--- config.mk ---
export PLATFORM = sky130hd
export DESIGN_NAME = s526_bist_ctrl_flat
export DESIGN_NICKNAME = d
export VERILOG_FILES = /design/src/rtl/s526_bist_pkg.sv /design/src/rtl/s526_bist_ctrl_if.sv /design/src/rtl/s526_bist_ctrl_lfsr16.sv /design/src/rtl/s526_bist_ctrl.sv /design/src/flat_wrapper.sv
export SDC_FILE = /design/constraint.sdc
export NUM_CORES = 1
export LEC_CHECK = 0
export CORE_MARGIN = 2
export CORE_UTILIZATION = 45
export CTS_BUF_LIST = sky130_fd_sc_hd__clkbuf_4 sky130_fd_sc_hd__clkbuf_8
export DETAILED_ROUTE_END_ITERATION = 10
export PLACE_DENSITY = 0.68
export SLEW_MARGIN = 20
export SYNTH_ARGS = -nofsm -noshare
export SYNTH_HDL_FRONTEND = slang
export SYNTH_SLANG_ARGS = --single-unit
export TNS_END_PERCENT = 10
--- constraint.sdc ---
create_clock -name CK -period 2.6 [get_ports CK]
set_input_delay 0.78 -clock CK [delete_from_list [all_inputs] [get_ports CK]]
set_output_delay 0.78 -clock CK [all_outputs]
set_load 0.1 [all_outputs]
--- src/rtl/s526_bist_pkg.sv ---
// Shared types and constants for the s526 BIST controller: FSM states,
// LFSR/MISR feedback taps and the default pattern seed.
package s526_bist_pkg;

    typedef enum logic [2:0] {
        ST_IDLE,
        ST_INIT,
        ST_RUN,
        ST_FLUSH,
        ST_FIN
    } state_e;

    // Feedback taps at bits 15, 13, 12 and 10.
    localparam logic [15:0] FB_TAPS           = 16'hB400;
    localparam logic [15:0] LFSR_SEED_DEFAULT = 16'hACE1;

    function automatic logic [15:0] shift_fb(input logic [15:0] v);
        return {v[14:0], ^(v & FB_TAPS)};
    endfunction

endpackage

--- src/rtl/s526_bist_ctrl_if.sv ---
// Control, status and DUT-facing signals of the s526 BIST controller.
interface s526_bist_ctrl_if;

    logic        START;
    logic [7:0]  NPAT;
    logic [15:0] GOLDEN;
    logic [5:0]  DUT_OUT;
    logic        DUT_G0;
    logic        DUT_G1;
    logic        DUT_G2;
    logic        BUSY;
    logic        DONE;
    logic [15:0] SIG;
    logic        PASS;

    modport slave (
        input  START, NPAT, GOLDEN, DUT_OUT,
        output DUT_G0, DUT_G1, DUT_G2, BUSY, DONE, SIG, PASS
    );

    modport master (
        output START, NPAT, GOLDEN, DUT_OUT,
        input  DUT_G0, DUT_G1, DUT_G2, BUSY, DONE, SIG, PASS
    );

endinterface

--- src/rtl/s526_bist_ctrl_lfsr16.sv ---
// 16-bit feedback shift register with parallel data-in and load; serves as
// the pattern generator (data-in tied to 0) and as the signature MISR.
module lfsr16
    import s526_bist_pkg::*;
#(
    parameter logic [15:0] INIT_VAL = 16'h0000,
    parameter int unsigned OUT_W    = 16
) (
    input  logic             clk,
    input  logic             rst,
    input  logic             load,
    input  logic             en,
    input  logic [15:0]      din,
    output logic [OUT_W-1:0] q
);

    logic [15:0] val_q;
    logic [15:0] val_d;

    always_comb begin
        val_d = val_q;
        if (load) begin
            val_d = INIT_VAL;
        end else if (en) begin
            val_d = shift_fb(val_q) ^ din;
        end
    end

    always_ff @(posedge clk) begin
        if (rst) begin
            val_q <= INIT_VAL;
        end else begin
            val_q <= val_d;
        end
    end

    assign q = val_q[OUT_W-1:0];

endmodule

--- src/rtl/s526_bist_ctrl.sv ---
// BIST sequencer for an s526 core: clears it, applies NPAT LFSR patterns to
// G1/G2, compacts the outputs into a MISR and compares against GOLDEN.
module s526_bist_ctrl
    import s526_bist_pkg::*;
#(
    parameter int unsigned INIT_CYC  = 2,
    parameter logic [15:0] LFSR_SEED = LFSR_SEED_DEFAULT
) (
    input logic              CK,
    input logic              RST,
    s526_bist_ctrl_if.slave  bus
);

    localparam logic [3:0] INIT_LAST = 4'(INIT_CYC - 1);

    state_e      state_q, state_d;
    logic [7:0]  pat_cnt_q, pat_cnt_d;
    logic [3:0]  init_cnt_q, init_cnt_d;
    logic        first_q, first_d;
    logic [15:0] golden_q, golden_d;
    logic [15:0] sig_q, sig_d;
    logic        pass_q, pass_d;

    logic        start_acc;
    logic        gen_en;
    logic        misr_en;
    logic [1:0]  gen_bits;
    logic [15:0] misr_q;
    logic [15:0] misr_din;
    logic [15:0] misr_upd;

    assign misr_din = {10'b0, bus.DUT_OUT};
    assign misr_upd = shift_fb(misr_q) ^ misr_din;

    always_comb begin
        state_d    = state_q;
        pat_cnt_d  = pat_cnt_q;
        init_cnt_d = init_cnt_q;
        first_d    = first_q;
        golden_d   = golden_q;
        sig_d      = sig_q;
        pass_d     = pass_q;
        start_acc  = 1'b0;
        gen_en     = 1'b0;
        misr_en    = 1'b0;

        case (state_q)
            ST_IDLE: begin
                if (bus.START) begin
                    start_acc  = 1'b1;
                    state_d    = ST_INIT;
                    pat_cnt_d  = bus.NPAT;
                    init_cnt_d = '0;
                    golden_d   = bus.GOLDEN;
                    sig_d      = '0;
                    pass_d     = 1'b0;
                end
            end
            ST_INIT: begin
                init_cnt_d = init_cnt_q + 4'd1;
                if (init_cnt_q == INIT_LAST) begin
                    init_cnt_d = '0;
                    first_d    = 1'b1;
                    state_d    = (pat_cnt_q == 8'd0) ? ST_FIN : ST_RUN;
                end
            end
            ST_RUN: begin
                // The core answers one cycle late, so the first RUN cycle
                // has nothing to compact yet.
                gen_en    = 1'b1;
                misr_en   = !first_q;
                first_d   = 1'b0;
                pat_cnt_d = pat_cnt_q - 8'd1;
                if (pat_cnt_q == 8'd1) begin
                    state_d = ST_FLUSH;
                end
            end
            ST_FLUSH: begin
                misr_en = 1'b1;
                state_d = ST_FIN;
            end
            ST_FIN: begin
                state_d = ST_IDLE;
            end
            default: begin
                state_d = ST_IDLE;
            end
        endcase

        // Capture the result on entry to FIN so SIG/PASS are valid with DONE.
        if (state_d == ST_FIN && state_q != ST_FIN) begin
            sig_d  = misr_en ? misr_upd : misr_q;
            pass_d = (sig_d == golden_q);
        end
    end

    always_ff @(posedge CK) begin
        if (RST) begin
            state_q    <= ST_IDLE;
            pat_cnt_q  <= '0;
            init_cnt_q <= '0;
            first_q    <= 1'b0;
            golden_q   <= '0;
            sig_q      <= '0;
            pass_q     <= 1'b0;
        end else begin
            state_q    <= state_d;
            pat_cnt_q  <= pat_cnt_d;
            init_cnt_q <= init_cnt_d;
            first_q    <= first_d;
            golden_q   <= golden_d;
            sig_q      <= sig_d;
            pass_q     <= pass_d;
        end
    end

    lfsr16 #(.INIT_VAL(LFSR_SEED), .OUT_W(2)) u_gen (
        .clk  (CK),
        .rst  (RST),
        .load (start_acc),
        .en   (gen_en),
        .din  (16'h0000),
        .q    (gen_bits)
    );

    lfsr16 #(.INIT_VAL(16'h0000), .OUT_W(16)) u_misr (
        .clk  (CK),
        .rst  (RST),
        .load (start_acc),
        .en   (misr_en),
        .din  (misr_din),
        .q    (misr_q)
    );

    assign bus.BUSY   = (state_q != ST_IDLE);
    assign bus.DONE   = (state_q == ST_FIN);
    assign bus.DUT_G0 = RST || (state_q == ST_INIT);
    assign bus.DUT_G1 = !RST && (state_q == ST_RUN) && gen_bits[0];
    assign bus.DUT_G2 = !RST && (state_q == ST_RUN) && gen_bits[1];
    assign bus.SIG    = sig_q;
    assign bus.PASS   = pass_q;

endmodule
--- src/flat_wrapper.sv ---
// flat-port wrapper written by rule: the top's interface ports become plain ports
module s526_bist_ctrl_flat import s526_bist_pkg::*;
#(
    parameter int unsigned INIT_CYC  = 2,
    parameter logic [15:0] LFSR_SEED = LFSR_SEED_DEFAULT
)
  (CK, RST, bus_START, bus_NPAT, bus_GOLDEN, bus_DUT_OUT, bus_DUT_G0, bus_DUT_G1, bus_DUT_G2, bus_BUSY, bus_DONE, bus_SIG, bus_PASS);
  s526_bist_ctrl_if bus_i ();
  input logic CK;
  input logic RST;
  input wire logic [$bits(bus_i.START)-1:0] bus_START;
  input wire logic [$bits(bus_i.NPAT)-1:0] bus_NPAT;
  input wire logic [$bits(bus_i.GOLDEN)-1:0] bus_GOLDEN;
  input wire logic [$bits(bus_i.DUT_OUT)-1:0] bus_DUT_OUT;
  output wire logic [$bits(bus_i.DUT_G0)-1:0] bus_DUT_G0;
  output wire logic [$bits(bus_i.DUT_G1)-1:0] bus_DUT_G1;
  output wire logic [$bits(bus_i.DUT_G2)-1:0] bus_DUT_G2;
  output wire logic [$bits(bus_i.BUSY)-1:0] bus_BUSY;
  output wire logic [$bits(bus_i.DONE)-1:0] bus_DONE;
  output wire logic [$bits(bus_i.SIG)-1:0] bus_SIG;
  output wire logic [$bits(bus_i.PASS)-1:0] bus_PASS;
  assign bus_i.START = bus_START;
  assign bus_i.NPAT = bus_NPAT;
  assign bus_i.GOLDEN = bus_GOLDEN;
  assign bus_i.DUT_OUT = bus_DUT_OUT;
  assign bus_DUT_G0 = bus_i.DUT_G0;
  assign bus_DUT_G1 = bus_i.DUT_G1;
  assign bus_DUT_G2 = bus_i.DUT_G2;
  assign bus_BUSY = bus_i.BUSY;
  assign bus_DONE = bus_i.DONE;
  assign bus_SIG = bus_i.SIG;
  assign bus_PASS = bus_i.PASS;
  s526_bist_ctrl #(.INIT_CYC(INIT_CYC), .LFSR_SEED(LFSR_SEED)) u_core (.CK(CK), .RST(RST), .bus(bus_i));
endmodule
Word-level counts from Yosys, hierarchy flattened:

Index checks and enable logic that the tools add are counted.

* equality and inequality tests: 11
* muxes and demuxes: 23
* add/sub/neg operators: 2
* bitwise gates (word level): 1
* reductions and logical operators: 23

Operator list (count)
* $mux 16: 4
* $reduce_xor 16->1: 2
* $eq 16x16->1: 1
* $pmux 8 s2: 1
* $xor 16x6->16: 1
* $mux 3: 4
* $pmux 3 s4: 1
* $reduce_and 2->1: 5
* $reduce_bool 2->1: 5
* $eq 8x1->1 const B: 1
* $logic_not 8->1: 1
* $mux 4: 2
* $mux 8: 1
* $pmux 4 s2: 1
* $sub 8x1->8 const B: 1
* $mux 1: 7
* $eq 3x2->1 const B: 2
* $eq 3x3->1 const B: 2
* $add 4x1->4 const B: 1
* $eq 4x1->1 const B: 1
* $logic_and 1x1->1: 4
* $pmux 1 s2: 2
* $eq 3x1->1 const B: 1
* $logic_not 3->1: 1
* 7 further kinds: 8

* input bits: 33
* word-level logic and storage cells: 69
* bits in registers: 81

Logic depth before layout (Yosys ltp):

* word-level depth: 8
* depth in mapped cells: 10

Modules after synthesis:

From an unflattened synthesis, not the netlist that was laid out.

* cells, all modules: 508
* area, all modules: 4149.0 sq um

By module, submodules not included
* s526_bist_ctrl: instances 1, area each 2705.1 sq um, cells each 351
* lfsr16 (u_core.u_gen): instances 1, area each 728.2 sq um, cells each 82
* lfsr16 (u_core.u_misr): instances 1, area each 715.7 sq um, cells each 75

Worst setup path before layout:

Ideal clock, no wire load.

* kind: input-to-output
* start: input RST
* end: output bus_DUT_G1
* path buffers: 2
* setup slack: -1.544 ns
* arrival: 3.364 ns
* cell stages on the path: 3
* cell sequence: clkbuf_1 clkbuf_1 nor3b_1

* longest elaborated chain between the ends: 3

Ends and longest elaborated chain
* start: declaration: line flat_wrapper.sv:10 `input logic RST;`
* $logic_not 1->1: line s526_bist_ctrl.sv:138 `assign bus.DUT_G1 = !RST && (state_q == ST_RUN) && gen_bits[0];`
* $logic_and 1x1->1 (2 in a row): line s526_bist_ctrl.sv:138
* end: declaration: line flat_wrapper.sv:16 `output wire logic [$bits(bus_i.DUT_G1)-1:0] bus_DUT_G1;`

No other way between the ends.

Worst setup path in the final report:

* start: register u_core.state_q[2]
* end: output bus_DUT_G0

* longest elaborated chain between the ends: 2

Ends and longest elaborated chain
* start: declaration: line s526_bist_ctrl.sv:16 `state_e state_q, state_d;`
* start signal: assignment: line s526_bist_ctrl.sv:107 `state_q <= state_d;`
* $eq 3x1->1: line s526_bist_ctrl.sv:137 `assign bus.DUT_G0 = RST || (state_q == ST_INIT);`
* $logic_or 1x1->1: line s526_bist_ctrl.sv:137
* end: declaration: line flat_wrapper.sv:15 `output wire logic [$bits(bus_i.DUT_G0)-1:0] bus_DUT_G0;`

No other way between the ends.

==> reports/results.tsv <==
stage	metric	value	unit
logic_synthesis	Synthesized Nets	497	
global_route	grt peak-use layer	met2	
route	drt total wl	8.599	mm
sta	period utilisation layout	0.9128	
worst_setup_path	worst-path cell chain	nand2b_1, nor2_1, or2_2, buf_12	
sta	Slew Limit Fails	0	
power_and_ir_drop	VDD IR max	232.5	uV
route	routed len/inst	13.98	microns
finish	area grow syn2layout	22.87	%
clocking	clk_lat worst skew	0.37	ns
power_and_ir_drop	Pwr Total	0.002711	W
die	Die Y	94.80	microns
status	run status	finished clean	
sta	FMAX	421.3	MHz
global_route	pin count of the biggest net entering global routing	50	
finish	fillers	748	
finish	fin area	4558	sq um
clocking	H-tree level count	3	
global_route	gr ovfl total	0	
clocking	# Post-CTS Setup Buffers	0	
run	Max Cap Violations	0	
global_route	routing usage on met1	0.2735	
worst_setup_path	required time of the critical path	1.82	ns
logic_synthesis	most used flip-flop cell after synthesis	dfxtp_1	
die	FP Rows	33	
die	die area	8986	sq um
route	vias	3292	
logic_synthesis	post-synthesis cell type count	55	
place	I/O Buffers	54	
min_path	Hold Crit Start	u_core.u_gen.val_q[2]	
sta	RSZ-0062 raised after global routing	no	
clocking	Max Buffers Root-to-Sink	2	
die	die width	94.80	microns
power_and_ir_drop	PD cells	594.7	nW/um^2
logic_synthesis	synthesized area	3710	sq um
route	Final ANT Viol Nets	0	
finish	most common cell after layout, fill and taps aside	dfxtp_1	
sta	Clock Skew	0.01088	ns
worst_setup_path	Worst setup SP type	register	
sta	actual slew at the worst max-slew pin	0.5111	ns
clocking	TritonCTS buffer count	9	
logic_synthesis	syn avg cell area	8.082	sq um
logic_synthesis	Syn Inst Count	459	
die	Starting Density	0.4584	
finish	area of the multi-input gates	1912	sq um
global_route	met2 global-route usage	0.3162	
die	I/O Pins	55	
worst_setup_path	slowest CP cell	dfxtp_1	
global_route	initial antenna violation count	0	
clocking	CTS Hold Bufs	0	
global_route	Total GRT Usage	0.2054	
finish	commonest non-fill, non-tap cells in the layout	81 x dfxtp_1, 71 x nand2_1, 67 x nor2_1	
place	placed cell area	4335	sq um
route	vias per inst	5.353	
worst_setup_path	worst setup path startpoint	u_core.state_q[2]	
clocking	# clock sinks	81	
route	DRC viols	0	
sta	Final min period	2.373	ns
logic_synthesis	YS warnings	0	
worst_setup_path	WS Path Type	reg2out	
route	initial drt markers	133	
finish	Storage cell area	1622	sq um
sta	Max-slew headroom	0.6593	
global_route	vias in the first global route	3036	
finish	Ant. Diodes	0	
global_route	first-pass GRT wire length	14.37	mm
sta	Final Hold Viols	0	
die	core area	8093	sq um
place	GPL Wtd Cong	0.9037	
clocking	CTS tree	yes	
logic_synthesis	Post-synth EDFFs	0	
logic_synthesis	Post-synth ARST share	0	
finish	layout cells sized above 1	0.1294	
worst_setup_path	max incr delay on CP	0.46	ns
logic_synthesis	register area share after synthesis	0.4371	
sta	post-route setup slack	0.2266	ns
place	Place WS	0.2095	ns
clocking	Post-CTS Resized	0	
min_path	Tightest Hold Check Type	reg2reg	
worst_setup_path	CP Capture Type	primary output	
finish	fin nets	543	
clocking	clock slew at reported path FFs	0.08	ns
power_and_ir_drop	P_leak	1.724	nW
route	first-pass iteration count of the detailed router	5	
place	DP Wirelength	6.034	mm
sta	Final Setup Violations	0	
global_route	met3 global-route usage	0.03512	
worst_setup_path	Arr. time, crit path	1.59	ns
worst_setup_path	CP max FO	7	
logic_synthesis	Synth Register Bits	81	
worst_setup_path	reg2reg start	u_core.state_q[1]	
clocking	root buf cell	clkbuf_8	
## Yosys cell counts, drive strengths merged (3+ instances only)
cell type	count	area (sq um)
a21oi	51	259.0
a22oi	3	22.52
a31oi	16	100.1
and2b	3	22.52
buf	10	75.06
clkbuf	21	78.83
dfxtp	81	1622
ha	5	62.56
inv	10	37.54
mux2i	8	80.08
nand2	72	277.8
nand2b	5	33.78
nand3	15	75.07
nor2	68	271.5
nor2b	3	18.77
nor3	9	45.04
nor3b	4	30.03
nor4	6	58.80
o211ai	3	22.52
o21ai	9	45.04
o221ai	3	26.28
or2	6	37.54
or3	4	25.02
xnor2	16	140.1
xor2	5	43.79
## worst paths after layout
kind | endpoint | slack (ns) | depth (start not counted)
min | u_core.u_gen.val_q[2] | 0.46 | 2
min reg2reg | u_core.u_gen.val_q[2] | 0.46 | 2
max | bus_DUT_G0 | 0.23 | 4
max reg2reg | u_core.bus.PASS | 0.44 | 6
## sequential cells by signal (all words and copies together), names as in the netlist
| register | count |
|---|---|
| u_core.bus.SIG | 16 |
| u_core.golden_q | 16 |
| u_core.u_gen.val_q | 16 |
| u_core.u_misr.q | 16 |
| u_core.pat_cnt_q | 8 |
| u_core.init_cnt_q | 4 |
| u_core.state_q | 3 |
| u_core.bus.PASS | 1 |
| u_core.first_q | 1 |
## through the flow
stage	util	std cells	TNS (ns)	hold WS (ns)
global placement	0.5357	599	0	0.4376
finish	0.5632	615	0	0.4571
detailed placement	0.5357	599	0	0.4461
CTS	0.5632	615	0	0.4575
global route	0.5632	615	0	0.4735
floorplan	-	459	-1.132	0.4321
## cells by family after synthesis
family          synth area share
buf+inv                  0.05160
fa+ha+maj                0.01686
mux                      0.02159
xor+xnor                 0.04958
simple gates              0.2556
flops                     0.4371
compound gates            0.1676
## final cells by class
cell class / instances / area share
Inverter: 10 / 0.008235
Sequential cell: 81 / 0.3558
Timing Repair Buffer: 66 / 0.1389
Clock inverter: 6 / 0.02004
Clock buffer: 10 / 0.02882
Multi-Input combinational cell: 337 / 0.4194
Tap cell: 105 / 0.02882
## critical path: cells and delay by family (launching register included)
family	cells	cell delay, ns
flops	1	0.46
simple gates	3	0.60
buf+inv	1	0.17
## layer usage
metal | vias up | routed length, microns
met5 | - | 0
met4 | 0 | 232
met3 | 19 | 427
met2 | 92 | 4014
met1 | 1518 | 3924
li1 | 1663 | -
## where the power goes
part	total [W]	switching, W	leakage, nW	internal (W)
sequential	0.00131	0.0000392	0.657	0.00128
combinational	0.000365	0.000206	0.964	0.000159
clock	0.00103	0.000477	0.103	0.000554
(Power assumes the default switching activity.)
